<file path="src/rtl/v_mem_seq.sv">
// rtl/v_mem_seq.sv - vector load/store sequencer for the 4-bank data memory
// Turns one unit-stride request into 128-bit row beats; loads return through a 3-entry skid FIFO.
module v_mem_seq #(
    parameter int ADDR_W = 14,
    parameter int DATA_W = 32,
    parameter int BEAT_W = 5
) (
    input  logic                core_clk,
    input  logic                nrst,
    input  logic                req_valid,
    output logic                req_ready,
    input  logic                req_store,
    input  logic [ADDR_W-1:0]   req_base,
    input  logic [BEAT_W-1:0]   req_beats,
    input  logic                st_valid,
    output logic                st_ready,
    input  logic [4*DATA_W-1:0] st_data,
    output logic                ld_valid,
    input  logic                ld_ready,
    output logic [4*DATA_W-1:0] ld_data,
    output logic                ld_last,
    output logic                done,
    output logic                err,
    output logic [3:0]          dm_write,
    output logic [ADDR_W-1:0]   data_addr,
    output logic [DATA_W-1:0]   data_in_0,
    output logic [DATA_W-1:0]   data_in_1,
    output logic [DATA_W-1:0]   data_in_2,
    output logic [DATA_W-1:0]   data_in_3,
    input  logic [DATA_W-1:0]   data_out_0,
    input  logic [DATA_W-1:0]   data_out_1,
    input  logic [DATA_W-1:0]   data_out_2,
    input  logic [DATA_W-1:0]   data_out_3
);

    localparam logic [1:0] S_IDLE  = 2'd0;
    localparam logic [1:0] S_LOAD  = 2'd1;
    localparam logic [1:0] S_STORE = 2'd2;
    localparam logic [1:0] S_DRAIN = 2'd3;

    localparam logic [BEAT_W-1:0] MAX_BEATS = BEAT_W'(16);
    localparam int                BEAT_BITS = 4 * DATA_W;

    logic [1:0]           state;
    logic [ADDR_W-1:0]    cur;
    logic [BEAT_W-1:0]    rem;
    logic [BEAT_W-1:0]    issued;
    logic [BEAT_W-1:0]    beats_q;
    logic                 inflight;
    logic                 inflight_last;

    logic [BEAT_BITS-1:0] fifo_data [3];
    logic [2:0]           fifo_last;
    logic [1:0]           fifo_cnt;
    logic [1:0]           wr_idx;

    logic [ADDR_W-1:0]    req_end;
    logic                 req_bad;
    logic                 accept;
    logic                 issue;
    logic                 issue_last;
    logic                 push;
    logic                 pop;
    logic                 pop_last;
    logic [BEAT_BITS-1:0] push_data;

    // A request may not straddle the protocol-region boundary; stores may not enter it at all.
    assign req_end = req_base + ADDR_W'(req_beats) - ADDR_W'(1);
    assign req_bad = (req_beats == '0) || (req_beats > MAX_BEATS) ||
                     (req_base[ADDR_W-1] != req_end[ADDR_W-1]) ||
                     (req_store && req_base[ADDR_W-1]);

    assign req_ready = nrst && (state == S_IDLE);
    assign accept    = req_ready && req_valid;
    assign st_ready  = nrst && (state == S_STORE);

    // Reads are throttled so FIFO occupancy plus the read in flight never exceeds the 3 entries.
    assign issue      = (state == S_LOAD) && (issued < beats_q) &&
                        (({1'b0, fifo_cnt} + {2'b0, inflight}) <= 3'd2);
    assign issue_last = issue && (issued == beats_q - BEAT_W'(1));

    assign push      = inflight;
    assign pop       = ld_valid && ld_ready;
    assign pop_last  = pop && fifo_last[0];
    assign wr_idx    = fifo_cnt - 2'(pop);
    assign push_data = {data_out_3, data_out_2, data_out_1, data_out_0};

    assign ld_valid = (fifo_cnt != 2'd0);
    assign ld_data  = fifo_data[0];
    assign ld_last  = fifo_last[0];

    assign dm_write  = (nrst && (state == S_STORE) && st_valid) ? 4'hF : 4'h0;
    assign data_addr = (nrst && (state != S_IDLE)) ? cur : '0;
    assign data_in_0 = st_data[0*DATA_W +: DATA_W];
    assign data_in_1 = st_data[1*DATA_W +: DATA_W];
    assign data_in_2 = st_data[2*DATA_W +: DATA_W];
    assign data_in_3 = st_data[3*DATA_W +: DATA_W];

    always_ff @(posedge core_clk) begin
        if (!nrst) begin
            state         <= S_IDLE;
            cur           <= '0;
            rem           <= '0;
            issued        <= '0;
            beats_q       <= '0;
            inflight      <= 1'b0;
            inflight_last <= 1'b0;
            done          <= 1'b0;
            err           <= 1'b0;
        end else begin
            done          <= 1'b0;
            err           <= 1'b0;
            inflight      <= issue;
            inflight_last <= issue_last;
            case (state)
                S_IDLE: begin
                    if (accept) begin
                        cur     <= req_base;
                        rem     <= req_beats;
                        beats_q <= req_beats;
                        issued  <= '0;
                        if (req_bad) begin
                            done <= 1'b1;
                            err  <= 1'b1;
                        end else begin
                            state <= req_store ? S_STORE : S_LOAD;
                        end
                    end
                end
                S_STORE: begin
                    if (st_valid) begin
                        cur <= cur + ADDR_W'(1);
                        rem <= rem - BEAT_W'(1);
                        if (rem == BEAT_W'(1)) begin
                            state <= S_IDLE;
                            done  <= 1'b1;
                        end
                    end
                end
                S_LOAD: begin
                    if (issue) begin
                        cur    <= cur + ADDR_W'(1);
                        issued <= issued + BEAT_W'(1);
                        if (issue_last) state <= S_DRAIN;
                    end
                end
                S_DRAIN: begin
                    if (pop_last) begin
                        state <= S_IDLE;
                        done  <= 1'b1;
                    end
                end
                default: state <= S_IDLE;
            endcase
        end
    end

    // Shift-style FIFO: entry 0 is always the head, so ld_data comes straight from a register.
    always_ff @(posedge core_clk) begin
        if (!nrst) begin
            fifo_cnt  <= 2'd0;
            fifo_last <= 3'b000;
        end else begin
            if (pop) fifo_last <= {1'b0, fifo_last[2:1]};
            if (push) fifo_last[wr_idx] <= inflight_last;
            fifo_cnt <= fifo_cnt + 2'(push) - 2'(pop);
        end
    end

    always_ff @(posedge core_clk) begin
        if (pop) begin
            fifo_data[0] <= fifo_data[1];
            fifo_data[1] <= fifo_data[2];
        end
        if (push) fifo_data[wr_idx] <= push_data;
    end

    always_ff @(posedge core_clk) begin
        if (nrst) assert (!(push && !pop && (fifo_cnt == 2'd3)));
    end

endmodule

</file>
<file path="config.mk">
export PLATFORM = sky130hd
export DESIGN_NAME = v_mem_seq
export DESIGN_NICKNAME = d
export VERILOG_FILES = /design/src/rtl/v_mem_seq.sv
export SDC_FILE = /design/constraint.sdc
export NUM_CORES = 1
export LEC_CHECK = 0
export ABC_CLOCK_PERIOD_IN_PS = 9700
export CORE_MARGIN = 4
export CORE_UTILIZATION = 30
export DETAILED_ROUTE_END_ITERATION = 7
export GPL_TIMING_DRIVEN = 0
export PLACE_DENSITY = 0.54
export SKIP_CTS_REPAIR_TIMING = 1
export SLEW_MARGIN = 20
export SYNTH_ARGS = -nofsm -noshare
export SYNTH_HDL_FRONTEND = slang
export SYNTH_SLANG_ARGS = --single-unit
</file>
<file path="constraint.sdc">
create_clock -name core_clk -period 9.7 [get_ports core_clk]
set_input_delay 0.97 -clock core_clk [delete_from_list [all_inputs] [get_ports core_clk]]
set_output_delay 0.97 -clock core_clk [all_outputs]
set_load 0.02 [all_outputs]
</file>
==> summary.md <==
| Metric | Value |
|---|---|
| PortBufs | between 400 and 500 |
| Most frequent cell after synthesis | nand2_1 |
| Starting Density | 0.305 |
| Area contributors post-synth | edfxtp_1 (62%), nand2_1 (8.8%), mux2_2 (7.8%), buf_4 (5.3%), dfxtp_1 (4.3%) |
| Final worst path period share | 0.498 |
| Maximum clock insertion buffer count | 3 |
| Critical-path cell list | clkdlybuf4s50_1, nand2_1, inv_1, ha_1, xnor2_1, nand3_1, clkbuf_1, clkbuf_1, nand2_4, buf_16 |
| Worst skew pair latency | just under 0.6 ns |
| Hold Path Class | flop to flop |
| Initial DRT Pass Iterations | 5 |
| Predominant post-synthesis flop cell | edfxtp_1 |
| Layout cell share with drive strength beyond 1 | 0.180 |
| MaxCap Viol Count | 0 |
| Post-synth top cells | nand2_1 (433), edfxtp_1 (384), buf_4 (131) |
| Clock Skew | 0.0226 ns |
| Hold Fails Final Rpt | 0 |
| Critical Path RT | 9.98 ns |
| CP endpoint kind | flop |
| Most frequent CP cell | clkbuf_1 |
| Rel. slew slack | 0.325 |
| Peak VDD IR | approximately 0.13 mV |
| Initial antenna violation count | 7 |
| Post-Syn Nets | 1784 |
| IO Count | 561 |
| Clk slew on worst S/H paths | 0.06 ns |
| Post-Syn Area | around 19000 sq um |
| CTS Buf Count | 49 |
| DR DRC count | 0 |
| RSZ-0062 raised after global routing | false |
| Vert. Die Dim | 256 microns |
| Post-synth EDFFs | around 380 |
| Total number of vias | 12700 |
| Final Max Tran Viols | 0 |
| Routed wire per std cell | ~19 microns |
| Design area | around 26000 sq um |
| CTS tree | yes |
| 1st-iter DRT viols | a little over 700 |
| Pwr Density | 227 nW/um^2 |
| Setup-failing EPs final | 0 |
| Cell row count | 90 |
| Synth Warn # | 0 |
| Fmax achieved | between 200 and 250 MHz |
| Area leader, netlist | edfxtp_1 |
| Die X | about 260 microns |
| P_leak | roughly 0.0096 uW |
| Total wire length | 53100 microns |
| Synth unique cells | 52 |
| Total Power | 5830 uW |
| Least-Margin Pin Slew | 1.01 ns |
| Die footprint | about 66000 sq um |
| Routability cong. | approximately 0.83 |
| CTS Sinks | around 420 |
| Root Driver | clkbuf_16 |
| Number of global-route vias before repair | 13100 |
| Core area | 60700 sq um |
| Post-Syn Instances | 1469 |
| Status | finished, final reports clean |
| First-pass GRT wire length | 80100 microns |
| Hold slack final | around 0.46 ns |
| Post-synth ARST share | 0 |
| Post-DP HPWL | between 30000 and 40000 microns |
| Worst Path Arrival | between 5 and 6 ns |
| Htree depth | 2 |
| Final Critical Period | ~4.8 ns |
| Nets | about 2300 |
| Critical path peak fanout | 50 |
| Seq/Total Area, Yosys | 0.666 |
| Startpoint types | input pin |
| Grt ovf | 0 |
| Slowest CP cell | clkbuf_1 |
| Finished Core Util | 0.423 |
| Vias per cell | 4.55 |
| Setup CP Type | input pin to flop |
| Slowest stage delay, CP | around 0.8 ns |
| DP Worst Slack | between 3 and 4 ns |
| Placed cell areas | 24100 sq um |
| Synth Area per Inst | 12.6 sq um |
| Largest net degree at the start of global routing | 51 |
| Seq cells post-synth | 424 |
| Setup ws final | about 4.9 ns |
| Detail Route Antenna Nets | 0 |
| Layout area overhead | 38.6% |
| GRT Overall Usage | 0.155 |
| Synth top area share | 0.623 |
-- per-layer routing --
layer	part of all wire	wire (microns)	vias to the layer above	track usage
met2	0.47	25000	467	0.256
met5	0.00060	32	-	0
met1	0.42	22500	6081	0.195
li1	-	-	6025	-
met3	0.080	4230	83	0.0504
met4	0.026	1390	6	0.0442
-- cells by family (layout without fill, tap and decap cells) --
group	Yosys count	after routing	synth area share
other	0	3	0
muxes	131	131	0.0795
and+or+nand+nor	540	540	0.119
DFF	424	424	0.666
buffers and inverters	235	764	0.0748
xor gates and xnor gates	10	10	0.00473
AOI/OAI and AO/OA	95	95	0.0330
adders and majority gates	34	34	0.0230
-- final cells by class --
type / instances / area [sq um]
antenna: 3 / 7.51
buffer: 188 / 1210
clock buffer: 62 / 1270
clock inverter: 24 / 245
fill: 5632 / 35000
inverter: 47 / 176
multi-input combinational: 810 / 4830
sequential: 424 / 12300
tap: 782 / 978
timing repair buffer: 443 / 4610
-- per-stage QoR --
stage | TNS (ns) | cells
6_report | 0 | 2783
5_1_grt | 0 | 2782
4_1_cts | 0 | 2780
3_5_place_dp | 0 | 2694
3_3_place_gp | -461.73 | 2682
2_1_floorplan | 0 | 1469
-- critical path, delay by kind of cell --
kind                       cells  cell delay, ns
xor gates and xnor gates       1            0.22
adders and majority gates      1            0.22
buffers and inverters          5            2.36
and+or+nand+nor                3            1.26
-- cell usage in the layout, fill, tap and decap left out, types with 4 or more instances in the layout --
| cell | n |
|---|---|
| dfxtp_1 | 40 |
| or3_1 | 5 |
| clkbuf_16 | 49 |
| buf_1 | 12 |
| clkbuf_1 | 47 |
| nor3_1 | 7 |
| clkdlybuf4s50_1 | 431 |
| mux2_2 | 128 |
| and3_1 | 5 |
| a22oi_1 | 5 |
| buf_4 | 131 |
| bufinv_16 | 4 |
| xnor2_1 | 8 |
| o21a_1 | 4 |
| o22ai_1 | 8 |
| and2_1 | 16 |
| nor2b_1 | 5 |
| o21ai_0 | 14 |
| ha_1 | 34 |
| nand2_1 | 431 |
| buf_2 | 10 |
| a21oi_1 | 31 |
| inv_2 | 4 |
| nor2_1 | 33 |
| nand3_1 | 14 |
| nand4_1 | 5 |
| buf_16 | 8 |
| inv_1 | 43 |
| edfxtp_1 | 384 |
| nand2b_1 | 5 |
| clkinv_1 | 10 |
| buf_12 | 4 |
| a211oi_1 | 9 |
-- where the power goes --
part	leakage, uW	switching (uW)	total, uW	internal, uW
combinational	0.00502	943	1560	619
clock	0.000739	755	1790	1040
sequential	0.00380	112	2480	2370
-- worst paths after layout --
path               start                to  slack, ns  depth (start not counted)
min           beats_q[2]        beats_q[2]       0.46                          2
max reg2reg  fifo_cnt[1]  fifo_data[0][38]       5.18                         11
max             ld_ready  fifo_data[0][38]       4.87                         10
min reg2reg   beats_q[2]        beats_q[2]       0.46                          2
-- flip-flops by register name (all words and copies together), names as in the netlist --
name and cells:
done 1, fifo_cnt 2, beats_q 5, err 1
inflight_last 1, rem 5, state 2, fifo_data 384
fifo_last 3, inflight 1, cur 14, issued 5
Note: power is estimated with default switching activity, not from simulation.
